==> src/rtl/iitb_risc_mem_arbiter_pkg.sv <==
// Shared constants and types for the IITB RISC on-chip memory arbiter.
// Geometry matches the 64Kx16 single-port memory behind the arbiter.
package iitb_risc_mem_pkg;

  localparam int ADDR_W = 16;
  localparam int DATA_W = 16;

  typedef enum logic [1:0] {
    TAG_NONE = 2'd0,
    TAG_I    = 2'd1,
    TAG_D    = 2'd2
  } rd_tag_t;

  // Loads always read the full word; only stores honour the CPU byte enables.
  function automatic logic [1:0] access_be(input logic we, input logic [1:0] be);
    return we ? be : 2'b11;
  endfunction

endpackage

==> src/rtl/iitb_risc_mem_arbiter_if.sv <==
// CPU fetch/load-store ports plus the Avalon s1 memory port, bundled as one interface.
// slave = arbiter view; master = CPU and memory side that feeds it.
interface iitb_risc_mem_arbiter_if;
  import iitb_risc_mem_pkg::*;

  logic              i_req;
  logic [ADDR_W-1:0] i_addr;
  logic              i_gnt;
  logic              i_rvalid;
  logic [DATA_W-1:0] i_rdata;

  logic              d_req;
  logic              d_we;
  logic [ADDR_W-1:0] d_addr;
  logic [1:0]        d_be;
  logic [DATA_W-1:0] d_wdata;
  logic              d_gnt;
  logic              d_rvalid;
  logic [DATA_W-1:0] d_rdata;

  logic [ADDR_W-1:0] mem_address;
  logic [1:0]        mem_byteenable;
  logic              mem_chipselect;
  logic              mem_write;
  logic [DATA_W-1:0] mem_writedata;
  logic              mem_clken;
  logic [DATA_W-1:0] mem_readdata;

  modport slave (
    input  i_req, i_addr,
    output i_gnt, i_rvalid, i_rdata,
    input  d_req, d_we, d_addr, d_be, d_wdata,
    output d_gnt, d_rvalid, d_rdata,
    output mem_address, mem_byteenable, mem_chipselect, mem_write,
    output mem_writedata, mem_clken,
    input  mem_readdata
  );

  modport master (
    output i_req, i_addr,
    input  i_gnt, i_rvalid, i_rdata,
    output d_req, d_we, d_addr, d_be, d_wdata,
    input  d_gnt, d_rvalid, d_rdata,
    input  mem_address, mem_byteenable, mem_chipselect, mem_write,
    input  mem_writedata, mem_clken,
    output mem_readdata
  );

endinterface

==> src/rtl/iitb_risc_mem_arbiter.sv <==
// Merges CPU fetch (I) and load/store (D) onto one memory port, one access per cycle;
// grant is combinational, read data returns with rvalid one cycle after the grant.
module iitb_risc_mem_arbiter
  import iitb_risc_mem_pkg::*;
#(
  parameter int MAX_D_RUN = 4
) (
  input  logic                    clk,
  input  logic                    reset,
  iitb_risc_mem_arbiter_if.slave  bus
);

  localparam logic [3:0] RUN_MAX = 4'(MAX_D_RUN);

  rd_tag_t           tag_q, tag_d;
  logic [3:0]        run_q, run_d;
  logic [ADDR_W-1:0] addr_q, addr_d;
  logic [1:0]        be_q, be_d;
  logic [DATA_W-1:0] i_hold_q, i_hold_d;
  logic [DATA_W-1:0] d_hold_q, d_hold_d;

  logic grant_i;
  logic grant_d;
  logic i_rv;
  logic d_rv;

  // D wins unless I has already waited through MAX_D_RUN consecutive D grants.
  always_comb begin
    grant_i = 1'b0;
    grant_d = 1'b0;
    if (!reset) begin
      if (bus.d_req && (!bus.i_req || (run_q < RUN_MAX))) begin
        grant_d = 1'b1;
      end else if (bus.i_req) begin
        grant_i = 1'b1;
      end
    end
  end

  always_comb begin
    run_d = run_q;
    if (!bus.i_req || grant_i) begin
      run_d = 4'd0;
    end else if (grant_d && (run_q != 4'hF)) begin
      run_d = run_q + 4'd1;
    end
  end

  always_comb begin
    addr_d = addr_q;
    be_d   = be_q;
    if (grant_d) begin
      addr_d = bus.d_addr;
      be_d   = access_be(bus.d_we, bus.d_be);
    end else if (grant_i) begin
      addr_d = bus.i_addr;
      be_d   = 2'b11;
    end
  end

  always_comb begin
    tag_d = TAG_NONE;
    if (grant_i) begin
      tag_d = TAG_I;
    end else if (grant_d && !bus.d_we) begin
      tag_d = TAG_D;
    end
  end

  assign i_rv = (tag_q == TAG_I);
  assign d_rv = (tag_q == TAG_D);

  always_comb begin
    i_hold_d = i_hold_q;
    d_hold_d = d_hold_q;
    if (i_rv) begin
      i_hold_d = bus.mem_readdata;
    end
    if (d_rv) begin
      d_hold_d = bus.mem_readdata;
    end
  end

  always_ff @(posedge clk or posedge reset) begin
    if (reset) begin
      tag_q    <= TAG_NONE;
      run_q    <= 4'd0;
      addr_q   <= '0;
      be_q     <= 2'b00;
      i_hold_q <= '0;
      d_hold_q <= '0;
    end else begin
      tag_q    <= tag_d;
      run_q    <= run_d;
      addr_q   <= addr_d;
      be_q     <= be_d;
      i_hold_q <= i_hold_d;
      d_hold_q <= d_hold_d;
    end
  end

  assign bus.i_gnt    = grant_i;
  assign bus.d_gnt    = grant_d;
  assign bus.i_rvalid = i_rv;
  assign bus.d_rvalid = d_rv;
  assign bus.i_rdata  = i_hold_d;
  assign bus.d_rdata  = d_hold_d;

  // Idle cycles keep the last address so the memory pins do not toggle needlessly.
  assign bus.mem_address    = addr_d;
  assign bus.mem_byteenable = be_d;
  assign bus.mem_chipselect = grant_i | grant_d;
  assign bus.mem_write      = grant_d & bus.d_we;
  assign bus.mem_writedata  = bus.d_wdata;
  assign bus.mem_clken      = 1'b1;

endmodule

==> src/flat_wrapper.sv <==
// flat-port wrapper written by rule: the top's interface ports become plain ports
module iitb_risc_mem_arbiter_flat import iitb_risc_mem_pkg::*;
#(
  parameter int MAX_D_RUN = 4
)
  (clk, reset, bus_i_req, bus_i_addr, bus_i_gnt, bus_i_rvalid, bus_i_rdata, bus_d_req, bus_d_we, bus_d_addr, bus_d_be, bus_d_wdata, bus_d_gnt, bus_d_rvalid, bus_d_rdata, bus_mem_address, bus_mem_byteenable, bus_mem_chipselect, bus_mem_write, bus_mem_writedata, bus_mem_clken, bus_mem_readdata);
  iitb_risc_mem_arbiter_if bus_i ();
  input  logic clk;
  input  logic reset;
  input wire logic [$bits(bus_i.i_req)-1:0] bus_i_req;
  input wire logic [$bits(bus_i.i_addr)-1:0] bus_i_addr;
  output wire logic [$bits(bus_i.i_gnt)-1:0] bus_i_gnt;
  output wire logic [$bits(bus_i.i_rvalid)-1:0] bus_i_rvalid;
  output wire logic [$bits(bus_i.i_rdata)-1:0] bus_i_rdata;
  input wire logic [$bits(bus_i.d_req)-1:0] bus_d_req;
  input wire logic [$bits(bus_i.d_we)-1:0] bus_d_we;
  input wire logic [$bits(bus_i.d_addr)-1:0] bus_d_addr;
  input wire logic [$bits(bus_i.d_be)-1:0] bus_d_be;
  input wire logic [$bits(bus_i.d_wdata)-1:0] bus_d_wdata;
  output wire logic [$bits(bus_i.d_gnt)-1:0] bus_d_gnt;
  output wire logic [$bits(bus_i.d_rvalid)-1:0] bus_d_rvalid;
  output wire logic [$bits(bus_i.d_rdata)-1:0] bus_d_rdata;
  output wire logic [$bits(bus_i.mem_address)-1:0] bus_mem_address;
  output wire logic [$bits(bus_i.mem_byteenable)-1:0] bus_mem_byteenable;
  output wire logic [$bits(bus_i.mem_chipselect)-1:0] bus_mem_chipselect;
  output wire logic [$bits(bus_i.mem_write)-1:0] bus_mem_write;
  output wire logic [$bits(bus_i.mem_writedata)-1:0] bus_mem_writedata;
  output wire logic [$bits(bus_i.mem_clken)-1:0] bus_mem_clken;
  input wire logic [$bits(bus_i.mem_readdata)-1:0] bus_mem_readdata;
  assign bus_i.i_req = bus_i_req;
  assign bus_i.i_addr = bus_i_addr;
  assign bus_i_gnt = bus_i.i_gnt;
  assign bus_i_rvalid = bus_i.i_rvalid;
  assign bus_i_rdata = bus_i.i_rdata;
  assign bus_i.d_req = bus_d_req;
  assign bus_i.d_we = bus_d_we;
  assign bus_i.d_addr = bus_d_addr;
  assign bus_i.d_be = bus_d_be;
  assign bus_i.d_wdata = bus_d_wdata;
  assign bus_d_gnt = bus_i.d_gnt;
  assign bus_d_rvalid = bus_i.d_rvalid;
  assign bus_d_rdata = bus_i.d_rdata;
  assign bus_mem_address = bus_i.mem_address;
  assign bus_mem_byteenable = bus_i.mem_byteenable;
  assign bus_mem_chipselect = bus_i.mem_chipselect;
  assign bus_mem_write = bus_i.mem_write;
  assign bus_mem_writedata = bus_i.mem_writedata;
  assign bus_mem_clken = bus_i.mem_clken;
  assign bus_i.mem_readdata = bus_mem_readdata;
  iitb_risc_mem_arbiter #(.MAX_D_RUN(MAX_D_RUN)) u_core (.clk(clk), .reset(reset), .bus(bus_i));
endmodule
==> config.mk <==
export PLATFORM = sky130hd
export DESIGN_NAME = iitb_risc_mem_arbiter_flat
export DESIGN_NICKNAME = d
export VERILOG_FILES = /design/src/rtl/iitb_risc_mem_arbiter_pkg.sv /design/src/rtl/iitb_risc_mem_arbiter_if.sv /design/src/rtl/iitb_risc_mem_arbiter.sv /design/src/flat_wrapper.sv
export SDC_FILE = /design/constraint.sdc
export NUM_CORES = 1
export LEC_CHECK = 0
export CAP_MARGIN = 20
export CORE_ASPECT_RATIO = 1.25
export CORE_MARGIN = 4
export CORE_UTILIZATION = 39
export CTS_BUF_LIST = sky130_fd_sc_hd__clkbuf_8
export CTS_CLUSTER_SIZE = 40
export DETAILED_ROUTE_END_ITERATION = 8
export PLACE_DENSITY = 0.83
export SKIP_LAST_GASP = 1
export SYNTH_ARGS = -nofsm -noshare
export SYNTH_HDL_FRONTEND = slang
export SYNTH_SLANG_ARGS = --single-unit
==> constraint.sdc <==
create_clock -name clk -period 2.2 [get_ports clk]
set_clock_uncertainty 0.1 [all_clocks]
set_input_delay 0.55 -clock clk [delete_from_list [all_inputs] [get_ports clk]]
set_output_delay 0.55 -clock clk [all_outputs]
set_load 0.02 [all_outputs]
==> flow_summary.ini, run 1 <==
[global_route]
grt_usage_pct = 17.71
grt_pass1_wl_um = 10690
grt_max_degree = 23
antenna_found_initial = 0
first_global_vias = 2220
grt-ovfl-total = 0

[cts]
cts_made_buffers = 5
clk_path_buf_depth = 2
hold_buffers = 0
cts-htree-levels = 2
cts_root_buf = clkbuf_8
cts_tree = built
insertion_delay_ps = 300
cts_sinks = 56
cts.clk_slew.worst_paths_ps = 100

[synth]
syn_area_sq_um = 2461
ys_types = 35
synth_top_area_share_pct = 56.94
ys_warn_count = 0
ys_ff_latch = 56
synth-main-ff-cell = dfrtp_1
yosysSeqAreaShare_pct = 56.94
syn_nets = 256
synth_edf_count = 0
syn-instance-count = 184
async_reset_ff_share_pct = 100.0
syn_avg_cell_area_sq_um = 13.38
synth.most_common_cell = dfrtp_1
ys_top_cells_by_count = 56 x dfrtp_1, 18 x mux2_1, 17 x buf_4, 17 x nand2b_1, 14 x mux2_2
synth_area_leader_cell = dfrtp_1
ys_top_cells_by_area = dfrtp_1 57%, mux2_1 8.2%, mux2_2 6.4%

[floorplanning]
row_count = 32
io_pins = 144
die_w_um = 79.05
core-area_sq_um = 6166
initial_core_util_pct = 39.91
dieHeight_um = 96.82
dieArea_sq_um = 7653

[power_and_ir_drop]
p_total_w = 0.002972
p_leak_nw = 1.991
vdd_ir_drop_max_mv = 0.3634
p_per_area_nw_per_um2 = 684.4

[sta]
fin_crit_sh_pct = 106.4
rsz0062_at_grt = yes
setup_tns_ps = -2627
min_period_ps = 2340
final-setup-viol-count = 42
maxSlewViolCount = 0
max_freq_ghz = 0.4274
setup_slack_ps = -139.9
finalHoldViolCount = 0

[detailed_routing]
drt_iter0_drc = 43
wl_met3_um = 492
highest_layer = met4
num_vias = 2050
drc_errors = 0
antenna_left = 0
wl_met1_um = 2585
first_pass_iters = 4
wl_um = 7408
wl_per_cell_um = 17.94
vias_per_cell = 4.964
wl_met2_um = 4171

[layout]
syn_to_final_growth_pct = 76.46
fin_cells = 413
antennaDiodeCount = 0
final_area_sq_um = 4343
drive_above_1_share_pct = 53.66
nets = 399

[critical_path]
critPathLaunchType = flop
path_max_fanout = 7
critPathCaptureType = output pin
required_ps = 1550
arrival_ps = 1690
crit_type = reg2out

[outcome]
outcome = finished, violations left
violations = setup timing

[placed_design]
dp_cells = 377
port_buffers = 110
placed_area_sq_um = 3730
hpwlAfterDp_um = 4635
gp_congestion = 0.7531

[worst_hold_path]
min_path_type = in2async

[job]
drv_cap = 0
==> layout make-up <==
type	count	area [sq um]
multi-input cells	100	1159
fillers	462	1823
clock inverters	3	20.02
repair buffers	158	1559
clock buffers	5	68.82
flip-flops and latches	56	1405
inverters	6	25.02
well taps	85	106.4
==> metal layers <==
| metal | vias up | global-route usage, % |
|---|---|---|
| met1 | 1017 | 17.83 |
| met2 | 81 | 33.85 |
| met3 | 17 | 4.283 |
| met5 | - | 0 |
| li1 | 935 | - |
| met4 | 0 | 6.878 |
==> stage by stage <==
stage                     util, %  hold slack, ps  setup WS [ps]
after floorplan                 -           429.5          89.94
after CTS                   63.82           289.4         -198.3
after global placement      60.49           364.7         -928.6
final                       70.43           261.9         -139.9
after global routing        70.43           286.1         -205.8
after detailed placement    60.49           373.3         -961.9
==> report_power, final <==
group	switching (W)	internal, W
registers	0.0000521	0.00119
logic	0.000539	0.000642
clock network	0.000324	0.000223
==> worst paths after layout <==
kind,startpoint,to,slack (ps),cells past startpoint
setup / recovery,u_core.run_q[3],bus_mem_address[8],-140,5
hold reg to reg,u_core.i_hold_q[10],u_core.i_hold_q[10],400,1
setup reg to reg,u_core.run_q[2],u_core.run_q[0],310,6
hold / removal,reset,u_core.run_q[3],260,3
max in group asynchronous,reset,u_core.tag_q[0],1280,4
min in group clk,u_core.i_hold_q[10],u_core.i_hold_q[10],400,1
==> cells in the final DEF (no fill, tap or decap), types with 2 or more instances in the layout <==
cell             Yosys  layout
buf_4               17      43
dfrtp_2              0       3
dlygate4sd2_1        0       2
inv_2                3       4
nor2_1               3       3
nand2b_4             0       2
o22a_1               2       2
buf_12               0       5
mux2_4               0      23
o2bb2ai_2            0       2
buf_6                1      42
nand2b_1            17      16
dfrtp_1             56      53
a21oi_1              3       3
mux2_2              14       8
clkbuf_8             0       5
buf_2                6       6
o31ai_1              2       2
clkdlybuf4s50_1      0      51
clkbuf_16            0       3
clkbuf_2             0       6
inv_1                3       2
o221a_4              0       7
o221a_1             11       7
==> worst max-delay path, cell delays in order, from the launching register on <==
cell,delay (ps)
dfrtp_2,460
nor3b_4,220
nand2b_4,200
buf_12,130
o221a_1,230
buf_6,130
==> registers in the layout, summed over array words and instances (netlist names) <==
signal / cells
u_core.d_hold_q: 16
u_core.run_q: 4
u_core.addr_q: 16
u_core.tag_q: 2
u_core.be_q: 2
u_core.i_hold_q: 16
==> what timing repair did <==
action,CTS,global route
pin swaps,15,19
setup buffers,10,15
gates resized for setup,244,142
gates cloned,2,3
setup endpoints to repair,56,54
==> cells by family (layout without fill, tap and decap cells) <==
family / count (synthesis) / count (layout) / share of synthesized area (%)
AOI/OAI and AO/OA: 30 / 31 / 10.98
adders and majority gates: 1 / 1 / 0.5083
buffers and inverters: 30 / 172 / 7.778
DFF: 56 / 56 / 56.94
muxes: 32 / 32 / 14.64
other: 1 / 1 / 0.1524
and+or+nand+nor: 34 / 35 / 8.999
(Power assumes the default switching activity.)
==> run 2: changes to the inputs <==
Settings changed: CORE_UTILIZATION 39 to 42, PLACE_DENSITY 0.83 to 0.88.
Clock period 2.2 ns to 2.7 ns, I/O delays scaled along.
==> run 2 against run 1 <==
Net effect:
- the flow now finishes without violations
- final cell count shrank 12%
- worst setup slack improved by 190 ps
- sequential power down 19%
- flip-flop and latch count stayed put
- die area is 6.5% lower
- first-iteration DRC count up 9.3%
- via count decreased by 5.7%
- critical path type is now in2out
==> flow_summary.ini, run 2 (same netlist as run 1, synthesis figures left out) <==
[cts]
cts-htree-levels = 2
cts_root_buf = clkbuf_8
cts_made_buffers = 5
clk_path_buf_depth = 2
insertion_delay_ps = 310
hold_buffers = 0
cts_tree = built
cts.clk_slew.worst_paths_ps = 100
cts_sinks = 56

[power_and_ir_drop]
swShare_pct = 32.01
p_per_area_nw_per_um2 = 596.3
seq_power_share_pct = 45.6
intPower_w = 0.001497
vdd_ir_drop_max_mv = 0.3054
p_total_w = 0.002201
power_switching_w = 0.0007046
p_leak_nw = 1.681
p_comb_share_pct = 32.9
pwr-share-clk_pct = 21.6

[layout]
antennaDiodeCount = 0
drive_above_1_share_pct = 25.75
final_common_cell = dfrtp_1
final_area_sq_um = 3691
fillers = 449
syn_to_final_growth_pct = 49.97
nets = 370
final_cell_mix = 56 x dfrtp_1, 53 x clkdlybuf4s50_1, 31 x dlygate4sd2_1
top_regs = u_core.addr_q x16, u_core.d_hold_q x16, u_core.i_hold_q x16

[placed_design]
port_buffers = 110
hpwlAfterDp_um = 4902
dp_slack_ps = -769.5
placed_area_sq_um = 3666
gp_congestion = 0.7558

[critical_path]
slowest_delay_ps = 280
crit_family = buffers and inverters
crit_type = in2out
arrival_ps = 1880
crit_path_top_delay_cell = o221a_2
critPathLaunchType = primary input
worstPathBufferInverterCount = 3
crit_chain = clkdlybuf4s15_2, nor3b_4, nand2b_2, buf_12, o221a_2, buf_2
path_max_fanout = 15
rr_worst_depth = 4
critPathCaptureType = output pin
cp.depth = 6
required_ps = 1920

[detailed_routing]
drc_errors = 0
antenna_left = 0
wl_per_cell_um = 18.08
first_pass_iters = 4
vias_per_cell = 5.325
drt_iter0_drc = 47
wl_um = 6564
num_vias = 1933

[sta]
max_freq_ghz = 0.3770
whs_ps = 253.7
finalHoldViolCount = 0
fin_crit_sh_pct = 98.23
setup_slack_ps = 47.69
rsz0062_at_grt = yes
final-setup-viol-count = 0
min_period_ps = 2652
maxSlewViolCount = 0

[global_route]
first_global_vias = 2079
grt-ovfl-total = 0
grt_usage_pct = 18.80
antenna_found_initial = 0
grt_pass1_wl_um = 10490
grt_max_degree = 44

[outcome]
outcome = finished clean

[floorplanning]
core-area_sq_um = 5555
dieArea_sq_um = 7156
initial_core_util_pct = 44.30
dieHeight_um = 93.59
io_pins = 144
row_count = 30
die_w_um = 76.47

[job]
drv_cap = 0

[worst_hold_path]
min_path_type = in2async
-- run 2: cell count changes in the layout (fill, tap and decap cells not counted), moves of 7 or more --
| cell | previous run | this run |
|---|---|---|
| buf_6 | 42 | 2 |
| dlygate4sd2_1 | 2 | 31 |
| buf_4 | 43 | 16 |
| mux2_4 | 23 | 0 |
| mux2_1 | 1 | 18 |
| buf_2 | 6 | 16 |
| o221a_4 | 7 | 0 |
-- run 2: final timing paths --
path / start / end / slack, ps
hold reg to reg: u_core.d_hold_q[13] / u_core.d_hold_q[13] / 390
setup reg to reg: u_core.run_q[2] / u_core.run_q[0] / 1050
hold / removal: reset / u_core.run_q[2] / 250
setup / recovery: bus_d_req / bus_mem_address[0] / 50
min in group clk: u_core.d_hold_q[13] / u_core.d_hold_q[13] / 390
max in group asynchronous: reset / u_core.addr_q[13] / 1720
-- run 2: per-layer routing --
layer | wire (um) | GRT usage (%) | vias to the layer above | share of wire, %
met5 | 0 | 0 | - | 0
met4 | 144 | 6.647 | 0 | 2.2
met3 | 388 | 5.395 | 14 | 5.9
met2 | 3323 | 32.55 | 88 | 51
met1 | 2707 | 22.33 | 965 | 41
li1 | - | - | 866 | -
-- run 2: stage by stage --
step | setup TNS (ps) | utilization, % | instances
2_1_floorplan | 0 | - | 184
3_3_place_gp | -14970 | 65.99 | 353
3_5_place_dp | -15870 | 65.99 | 353
4_1_cts | -129.9 | 66.13 | 363
5_1_grt | -20.50 | 66.44 | 363
6_report | 0 | 66.44 | 363
-- run 2: layout make-up --
| cell class | count | area, sq um | area share (%) |
|---|---|---|---|
| Timing Repair Buffer | 131 | 1207 | 32.71 |
| Clock buffer | 5 | 68.82 | 1.864 |
| Sequential cell | 56 | 1401 | 37.97 |
| Tap cell | 64 | 80.08 | 2.169 |
| Multi-Input combinational cell | 98 | 888.4 | 24.07 |
| Inverter | 6 | 22.52 | 0.6102 |
| Clock inverter | 3 | 22.52 | 0.6102 |
-- run 2: what timing repair did --
action,4_1_cts,5_1_grt
buffers inserted,2,0
pin swaps,1,0
setup endpoints to repair,50,24
endpoints found under the hold margin,0,0
gates resized for setup,115,12
-- run 2: power by group through the flow --
stage | Combinational [W] | Sequential, W | Clock [W]
2_1_floorplan | 0.000436 | 0.00101 | 0
3_3_place_gp | 0.000809 | 0.00101 | 0
3_5_place_dp | 0.000826 | 0.00102 | 0
4_1_cts | 0.000735 | 0.00100 | 0.000491
5_1_grt | 0.000769 | 0.00102 | 0.000522
6_report | 0.000724 | 0.00100 | 0.000474
-- run 2: worst reg2reg max path: stages (launching register included) --
cell     delay [ps]
dfrtp_1         470
o21a_1          250
buf_4           150
or4_1           460
a21oi_1         150
